<file path="src/rtl/lock_entry_ctrl_pkg.sv">
// Shared types and defaults for the keypad lock controller.
// The state encoding is visible to the outside world through state_leds.
package lock_pkg;

    typedef enum logic [2:0] {
        ST_LOCKED   = 3'b000,
        ST_ENTRY    = 3'b001,
        ST_CHECK    = 3'b010,
        ST_UNLOCKED = 3'b011,
        ST_ERROR    = 3'b100,
        ST_LOCKOUT  = 3'b101,
        ST_PROGRAM  = 3'b110
    } lock_state_t;

    localparam int          DEF_CODE_LEN    = 4;
    localparam int          DEF_MAX_TRIES   = 3;
    localparam int          DEF_ERR_CYC     = 8;
    localparam int          DEF_LOCKOUT_CYC = 1024;
    localparam int          DEF_TIMEOUT_CYC = 4096;
    localparam logic [15:0] DEF_RESET_CODE  = 16'h1234;
    localparam logic [3:0]  DIGIT_MAX       = 4'd9;

    function automatic logic digit_valid(input logic [3:0] digit);
        return digit <= DIGIT_MAX;
    endfunction

endpackage

</file>
<file path="src/rtl/lock_entry_ctrl_if.sv">
// Keypad inputs and indicator outputs of the lock controller bundled as one port.
// The keypad side drives through master, the controller sits on slave.
interface lock_entry_ctrl_if;

    logic [3:0] digit_in;
    logic       enter_btn;
    logic       relock;
    logic       prog_btn;
    logic       locked_led;
    logic       unlocked_led;
    logic       error_led;
    logic [2:0] state_leds;
    logic [1:0] tries_left;
    logic       lockout_active;

    modport master (
        output digit_in, enter_btn, relock, prog_btn,
        input  locked_led, unlocked_led, error_led, state_leds, tries_left, lockout_active
    );

    modport slave (
        input  digit_in, enter_btn, relock, prog_btn,
        output locked_led, unlocked_led, error_led, state_leds, tries_left, lockout_active
    );

endinterface

</file>
<file path="src/rtl/lock_entry_ctrl_btn_sync_edge.sv">
// Brings a raw button level into the clk domain and emits one pulse per press.
// The third flop holds the previous synchronized level for edge detection.
module btn_sync_edge (
    input  logic clk,
    input  logic rst_n,
    input  logic btn,
    output logic pulse
);

    logic sync_q1;
    logic sync_q2;
    logic prev_q;

    always_ff @(posedge clk) begin
        if (!rst_n) begin
            sync_q1 <= 1'b0;
            sync_q2 <= 1'b0;
            prev_q  <= 1'b0;
        end else begin
            sync_q1 <= btn;
            sync_q2 <= sync_q1;
            prev_q  <= sync_q2;
        end
    end

    assign pulse = sync_q2 & ~prev_q;

endmodule

</file>
<file path="src/rtl/lock_entry_ctrl.sv">
// Keypad lock: collects a BCD code, compares it, limits failed attempts with
// an error hold-off and a lockout, and lets an unlocked user reprogram the code.
module lock_entry_ctrl
    import lock_pkg::*;
#(
    parameter int                    CODE_LEN    = DEF_CODE_LEN,
    parameter int                    MAX_TRIES   = DEF_MAX_TRIES,
    parameter int                    ERR_CYC     = DEF_ERR_CYC,
    parameter int                    LOCKOUT_CYC = DEF_LOCKOUT_CYC,
    parameter int                    TIMEOUT_CYC = DEF_TIMEOUT_CYC,
    parameter logic [4*CODE_LEN-1:0] RESET_CODE  = DEF_RESET_CODE
) (
    input  logic             clk,
    input  logic             rst_n,
    lock_entry_ctrl_if.slave bus
);

    localparam int BW   = 4 * CODE_LEN;
    localparam int CW   = $clog2(CODE_LEN) + 1;
    localparam int TMAX = (ERR_CYC > LOCKOUT_CYC)
                        ? ((ERR_CYC > TIMEOUT_CYC) ? ERR_CYC : TIMEOUT_CYC)
                        : ((LOCKOUT_CYC > TIMEOUT_CYC) ? LOCKOUT_CYC : TIMEOUT_CYC);
    localparam int TW   = $clog2(TMAX + 1);

    localparam logic [CW-1:0] LAST_SLOT    = CW'(CODE_LEN - 1);
    localparam logic [1:0]    TRIES_FULL   = 2'(MAX_TRIES);
    localparam logic [TW-1:0] ERR_LAST     = TW'(ERR_CYC - 1);
    localparam logic [TW-1:0] LOCKOUT_LAST = TW'(LOCKOUT_CYC - 1);
    localparam logic [TW-1:0] TIMEOUT_LAST = TW'(TIMEOUT_CYC - 1);

    lock_state_t   state;
    logic [BW-1:0] code_reg;
    logic [BW-1:0] entry_buf;
    logic [BW-1:0] shadow_buf;
    logic [BW-1:0] entry_ins;
    logic [BW-1:0] shadow_ins;
    logic [CW-1:0] cnt;
    logic [TW-1:0] timer;
    logic [1:0]    tries;
    logic          invalid;
    logic          press;
    logic          digit_ok;

    btn_sync_edge u_enter_sync (
        .clk   (clk),
        .rst_n (rst_n),
        .btn   (bus.enter_btn),
        .pulse (press)
    );

    assign digit_ok = digit_valid(bus.digit_in);

    // Buffers with the current digit dropped into slot cnt; slot 0 is the MSB nibble.
    always_comb begin
        entry_ins  = entry_buf;
        shadow_ins = shadow_buf;
        for (int i = 0; i < CODE_LEN; i++) begin
            if (cnt == CW'(i)) begin
                entry_ins[BW-1-4*i -: 4]  = bus.digit_in;
                shadow_ins[BW-1-4*i -: 4] = bus.digit_in;
            end
        end
    end

    always_ff @(posedge clk) begin
        if (!rst_n) begin
            state      <= ST_LOCKED;
            code_reg   <= RESET_CODE;
            tries      <= TRIES_FULL;
            entry_buf  <= '0;
            shadow_buf <= '0;
            cnt        <= '0;
            timer      <= '0;
            invalid    <= 1'b0;
        end else begin
            case (state)
                ST_LOCKED: begin
                    if (press) begin
                        entry_buf          <= '0;
                        entry_buf[BW-1 -: 4] <= bus.digit_in;
                        cnt                <= CW'(1);
                        timer              <= '0;
                        invalid            <= ~digit_ok;
                        state              <= (!digit_ok || CODE_LEN == 1) ? ST_CHECK : ST_ENTRY;
                    end
                end

                ST_ENTRY: begin
                    if (press) begin
                        entry_buf <= entry_ins;
                        cnt       <= cnt + CW'(1);
                        timer     <= '0;
                        if (!digit_ok) begin
                            invalid <= 1'b1;
                            state   <= ST_CHECK;
                        end else if (cnt == LAST_SLOT) begin
                            state <= ST_CHECK;
                        end
                    end else if (timer == TIMEOUT_LAST) begin
                        entry_buf <= '0;
                        cnt       <= '0;
                        timer     <= '0;
                        state     <= ST_LOCKED;
                    end else begin
                        timer <= timer + TW'(1);
                    end
                end

                // The buffer is wiped here so a typed code never lingers past the compare.
                ST_CHECK: begin
                    entry_buf <= '0;
                    cnt       <= '0;
                    timer     <= '0;
                    if (!invalid && entry_buf == code_reg) begin
                        tries <= TRIES_FULL;
                        state <= ST_UNLOCKED;
                    end else begin
                        tries <= (tries != 2'd0) ? tries - 2'd1 : 2'd0;
                        state <= (tries <= 2'd1) ? ST_LOCKOUT : ST_ERROR;
                    end
                end

                ST_ERROR: begin
                    if (timer == ERR_LAST) begin
                        timer <= '0;
                        state <= ST_LOCKED;
                    end else begin
                        timer <= timer + TW'(1);
                    end
                end

                ST_LOCKOUT: begin
                    if (timer == LOCKOUT_LAST) begin
                        timer <= '0;
                        tries <= TRIES_FULL;
                        state <= ST_LOCKED;
                    end else begin
                        timer <= timer + TW'(1);
                    end
                end

                ST_UNLOCKED: begin
                    if (bus.relock) begin
                        state <= ST_LOCKED;
                    end else if (bus.prog_btn) begin
                        shadow_buf <= '0;
                        cnt        <= '0;
                        state      <= ST_PROGRAM;
                    end
                end

                // The code register is only touched once the full shadow code is in hand.
                ST_PROGRAM: begin
                    if (bus.relock) begin
                        shadow_buf <= '0;
                        cnt        <= '0;
                        state      <= ST_LOCKED;
                    end else if (press) begin
                        if (!digit_ok) begin
                            shadow_buf <= '0;
                            cnt        <= '0;
                            state      <= ST_UNLOCKED;
                        end else if (cnt == LAST_SLOT) begin
                            code_reg   <= shadow_ins;
                            shadow_buf <= '0;
                            cnt        <= '0;
                            state      <= ST_UNLOCKED;
                        end else begin
                            shadow_buf <= shadow_ins;
                            cnt        <= cnt + CW'(1);
                        end
                    end
                end

                default: begin
                    cnt   <= '0;
                    timer <= '0;
                    state <= ST_LOCKED;
                end
            endcase
        end
    end

    assign bus.state_leds     = state;
    assign bus.tries_left     = tries;
    assign bus.locked_led     = state inside {ST_LOCKED, ST_ENTRY, ST_CHECK, ST_ERROR, ST_LOCKOUT};
    assign bus.unlocked_led   = state inside {ST_UNLOCKED, ST_PROGRAM};
    assign bus.error_led      = state inside {ST_ERROR, ST_LOCKOUT};
    assign bus.lockout_active = (state == ST_LOCKOUT);

endmodule
</file>
<file path="src/flat_wrapper.sv">
// flat-port wrapper written by rule: the top's interface ports become plain ports
module lock_entry_ctrl_flat import lock_pkg::*;
#(
    parameter int                    CODE_LEN    = DEF_CODE_LEN,
    parameter int                    MAX_TRIES   = DEF_MAX_TRIES,
    parameter int                    ERR_CYC     = DEF_ERR_CYC,
    parameter int                    LOCKOUT_CYC = DEF_LOCKOUT_CYC,
    parameter int                    TIMEOUT_CYC = DEF_TIMEOUT_CYC,
    parameter logic [4*CODE_LEN-1:0] RESET_CODE  = DEF_RESET_CODE
)
  (clk, rst_n, bus_digit_in, bus_enter_btn, bus_relock, bus_prog_btn, bus_locked_led, bus_unlocked_led, bus_error_led, bus_state_leds, bus_tries_left, bus_lockout_active);
  lock_entry_ctrl_if bus_i ();
  input  logic clk;
  input  logic rst_n;
  input wire logic [$bits(bus_i.digit_in)-1:0] bus_digit_in;
  input wire logic [$bits(bus_i.enter_btn)-1:0] bus_enter_btn;
  input wire logic [$bits(bus_i.relock)-1:0] bus_relock;
  input wire logic [$bits(bus_i.prog_btn)-1:0] bus_prog_btn;
  output wire logic [$bits(bus_i.locked_led)-1:0] bus_locked_led;
  output wire logic [$bits(bus_i.unlocked_led)-1:0] bus_unlocked_led;
  output wire logic [$bits(bus_i.error_led)-1:0] bus_error_led;
  output wire logic [$bits(bus_i.state_leds)-1:0] bus_state_leds;
  output wire logic [$bits(bus_i.tries_left)-1:0] bus_tries_left;
  output wire logic [$bits(bus_i.lockout_active)-1:0] bus_lockout_active;
  assign bus_i.digit_in = bus_digit_in;
  assign bus_i.enter_btn = bus_enter_btn;
  assign bus_i.relock = bus_relock;
  assign bus_i.prog_btn = bus_prog_btn;
  assign bus_locked_led = bus_i.locked_led;
  assign bus_unlocked_led = bus_i.unlocked_led;
  assign bus_error_led = bus_i.error_led;
  assign bus_state_leds = bus_i.state_leds;
  assign bus_tries_left = bus_i.tries_left;
  assign bus_lockout_active = bus_i.lockout_active;
  lock_entry_ctrl #(.CODE_LEN(CODE_LEN), .MAX_TRIES(MAX_TRIES), .ERR_CYC(ERR_CYC), .LOCKOUT_CYC(LOCKOUT_CYC), .TIMEOUT_CYC(TIMEOUT_CYC), .RESET_CODE(RESET_CODE)) u_core (.clk(clk), .rst_n(rst_n), .bus(bus_i));
endmodule
</file>
<file path="config.mk">
export PLATFORM = sky130hd
export DESIGN_NAME = lock_entry_ctrl_flat
export DESIGN_NICKNAME = d
export VERILOG_FILES = /design/src/rtl/lock_entry_ctrl_pkg.sv /design/src/rtl/lock_entry_ctrl_if.sv /design/src/rtl/lock_entry_ctrl_btn_sync_edge.sv /design/src/rtl/lock_entry_ctrl.sv /design/src/flat_wrapper.sv
export SDC_FILE = /design/constraint.sdc
export NUM_CORES = 1
export LEC_CHECK = 0
export BUFFER_PORTS_ARGS = -buffer_cell sky130_fd_sc_hd__buf_2
export CELL_PAD_IN_SITES_DETAIL_PLACEMENT = 0
export CELL_PAD_IN_SITES_GLOBAL_PLACEMENT = 1
export CORE_MARGIN = 2
export CORE_UTILIZATION = 48
export CTS_BUF_LIST = sky130_fd_sc_hd__clkbuf_8
export DETAILED_ROUTE_END_ITERATION = 10
export PLACE_DENSITY = 0.85
export REMOVE_ABC_BUFFERS = 1
export SLEW_MARGIN = 0
export SYNTH_ARGS = -nofsm -noshare
export SYNTH_HDL_FRONTEND = slang
export SYNTH_HIERARCHICAL = 1
export SYNTH_SLANG_ARGS = --single-unit
export TNS_END_PERCENT = 50
</file>
<file path="constraint.sdc">
create_clock -name clk -period 3 [get_ports clk]
set_clock_uncertainty 0.2 [all_clocks]
set_input_delay 0.3 -clock clk [delete_from_list [all_inputs] [get_ports clk]]
set_output_delay 0.3 -clock clk [all_outputs]
set_load 0.05 [all_outputs]
</file>
==> results.py <==
metrics = {
    "timing": {
        "max_freq_mhz": 390,
        "setup_viol": 0,
        "slew_headroom_pct": 48.2,
        "fin_ws_ns": 0.435,
        "hold_viol": 0,
        "fin_crit_sh_pct": 85.5,
        "finalWorstPathRequiredPeriod_ns": 2.57,
        "slew_violations": 0,
        "setup-tns-final_ns": 0,
        "tightest_slew_ns": 0.772,
        "rsz0062_at_grt": "no",
    },
    "pwr": {
        "powerDensity_mw_per_mm2": 757,
        "p_leak_uw": 0.00148,
        "peakVddDrop_mv": 0.357,
        "p_total_uw": 3000,
    },
    "logic_synthesis": {
        "synth.area.mux_share_pct": 4.71,
        "yosys_warnings": 6,
        "async_flop_share_pct": 0,
        "synth_top_cell_area_share_pct": 38.2,
        "synthDistinctLibCells": 65,
        "synthFlopType": "dfxtp_1",
        "yosysMostFrequentCell": "dfxtp_1",
        "yosys.area_share.simple_pct": 26.1,
        "synth_top_family_by_area": "simple AND/OR/NAND/NOR gates",
        "syn_inst": 425,
        "synth-adder-area-share_pct": 2.42,
        "yosys.area.top_type": "dfxtp_1",
        "synthTopCellsByArea": "dfxtp_1 (38%), nor2_1 (6.3%), nand2_1 (4.9%)",
        "synth_compound_area_share_pct": 17.6,
        "avgSynthCellArea_um2": 8.51,
        "synth_area_mm2": 0.00362,
        "yosys-top-cells-count": "dfxtp_1 (69), nor2_1 (61), nand2_1 (47)",
        "synth-xor-area-share_pct": 6.54,
        "synth-edff-count": 0,
        "yosysSeqAreaShare_pct": 38.2,
        "ys_ff_latch": 69,
    },
    "global_route": {
        "grt_pass1_vias": 2832,
        "grt_pass1_wl_mm": 14.7,
        "grt_use_total_pct": 22.3,
        "overflow": 0,
        "antenna_found_initial": 0,
        "grt_start_max_net_pins": 25,
    },
    "drt": {
        "wl_met2_mm": 3.94,
        "wire_per_inst_um": 16.4,
        "top_layer_used": "met4",
        "ant_nets": 0,
        "dr.pass1.iters": 5,
        "dr_wl_met3_um": 346,
        "drc_errors": 0,
        "vias": 3141,
        "drt_wl_total_mm": 8.83,
        "viasPerCell": 5.82,
        "wl_met1_mm": 4.39,
        "drtIter0Drc": 168,
    },
    "worst_setup_path": {
        "slowest_delay_ns": 0.75,
        "r2r_setup_slack_ns": 0.43,
        "rr_endpoint": "u_core/cnt[1]",
        "crit_chain": "inv_1 > a222oi_1 > o21ai_0 > or2_2 > a21oi_1",
        "timing.critical_path.from": "u_core/bus.state_leds[0]",
        "arrival_ns": 2.66,
        "ff2ff_path_depth": 5,
        "cp-end-kind": "flop",
        "cp_slowest_cell": "dfxtp_1",
        "crit_required_ns": 3.09,
        "crit_type": "reg2reg",
        "critPathMaxFanout": 23,
        "critical_path.endpoint": "u_core/cnt[1]",
        "critPathLaunchType": "flop",
        "r2r-start": "u_core/bus.state_leds[0]",
    },
    "finish": {
        "fin_util_pct": 54.4,
        "fin_nets": 452,
        "drive_above_1_share_pct": 12.2,
        "nFillCells": 744,
        "syn_to_final_growth_pct": 9.69,
        "antenna_cells": 0,
    },
    "floorplan": {
        "die_w_um": 90.8,
        "die_area_mm2": 0.00824,
        "ios": 18,
        "fp.coreArea_mm2": 0.00729,
        "die-height_um": 90.8,
        "fp-row-count": 31,
        "start_util_pct": 49.6,
    },
    "outcome": {
        "status": "complete, no violations",
    },
    "clocking": {
        "cts_tree": "done",
        "cts_buffer_depth": 2,
        "h-tree-depth": 3,
        "cts_root_buf": "clkbuf_8",
        "cts_sinks": 69,
        "clk_pin_slew_ns": 0.08,
        "numCtsBuffers": 9,
        "post_cts_buffers": 0,
        "insertion_delay_ns": 0.35,
    },
    "place": {
        "pre_cts_ws_ns": 0.515,
        "port_buffers": 17,
        "place_hpwl_mm": 6.16,
        "place_congestion": 0.844,
    },
    "flow_run": {
        "drv_cap": 0,
    },
    "min_path": {
        "hp-class": "in2reg",
    },
}
## timing repair
action	in CTS	in global routing
hold endpoints to repair	1	0
hold buffers	1	0
gates resized for setup	0	0
## layout by cell type (no fill, tap or decap), types with 3 or more instances in the layout
master      netlist  routed
dfxtp_1          69      69
nor2_1           61      61
nand2_1          47      47
a21oi_1          19      19
xnor2_1          19      19
buf_2             2      17
mux2i_1          17      17
a22oi_1          13      13
clkbuf_8          1      10
nor3_1           10      10
a311oi_1         10      10
inv_1             9       9
nand2b_1          9       9
o21ai_0           9       9
o211ai_1          8       8
nand4_1           8       8
xor2_1            8       8
and2_1            7       7
ha_1              7       7
buf_4             3       6
nand3_1           5       5
and3_1            5       5
o311ai_0          5       5
a211oi_1          4       4
clkinvlp_4        0       3
nor2b_1           3       3
and4_1            3       3
nor4_1            3       3
o31ai_1           3       3
a31oi_1           3       3
or3_1             3       3
## logic make-up after synthesis
group | count (synthesis)
AND/OR/NAND/NOR | 184
AO/OA/AOI/OAI | 87
XOR/XNOR | 27
adder cells (fa/ha/maj) | 7
flip-flops | 69
multiplexers | 17
buffers and inverters | 34
## power breakdown
part / leakage (uW) / switching (uW) / internal (uW)
registers: 0.000558 / 112 / 979
clock network: 0.0000951 / 383 / 411
logic: 0.000825 / 735 / 383
## worst min path at each step
stage | startpoint | end | slack (ns) | cells past startpoint
floorplan | rst_n | u_core/code_reg[2] | 0.17 | 1
global placement | u_core/u_enter_sync/sync_q1 | u_core/u_enter_sync/sync_q2 | 0.22 | 1
detailed placement | u_core/u_enter_sync/sync_q1 | u_core/u_enter_sync/sync_q2 | 0.22 | 1
CTS | bus_digit_in[1] | u_core/code_reg[1] | 0.09 | 3
global route | bus_digit_in[1] | u_core/code_reg[1] | 0.11 | 3
finish | bus_digit_in[1] | u_core/code_reg[1] | 0.10 | 3
## area by class of cell
cell class	count	area, um2	area share, %
inverters	10	37.5	0.946
clock inverters	6	70.1	1.77
flip-flops and latches	69	1380	34.8
multi-input cells	322	2080	52.3
well taps	99	124	3.12
repair buffers	24	140	3.53
clock buffers	10	138	3.47
## routing by layer
layer | vias to the layer above | global-route usage [%]
li1 | 1549 | -
met1 | 1514 | 32.5
met2 | 64 | 33.1
met3 | 14 | 3.34
met4 | 0 | 8.96
met5 | - | 0
## per-stage QoR
step | instance area, um2 | hold WS, ns | cells
floorplan | 3490 | 0.172 | 401
global placement | 3750 | 0.222 | 523
detailed placement | 3750 | 0.220 | 523
CTS | 3970 | 0.0943 | 540
global route | 3970 | 0.109 | 540
finish | 3970 | 0.105 | 540
## worst max-delay path: cells and delay by family, from the launching register on
family | cells | cell delay [ns]
buffers and inverters | 1 | 0.30
AOI/OAI and AO/OA | 3 | 0.85
and+or+nand+nor | 1 | 0.39
DFF | 1 | 0.75
(Power assumes the default switching activity.)
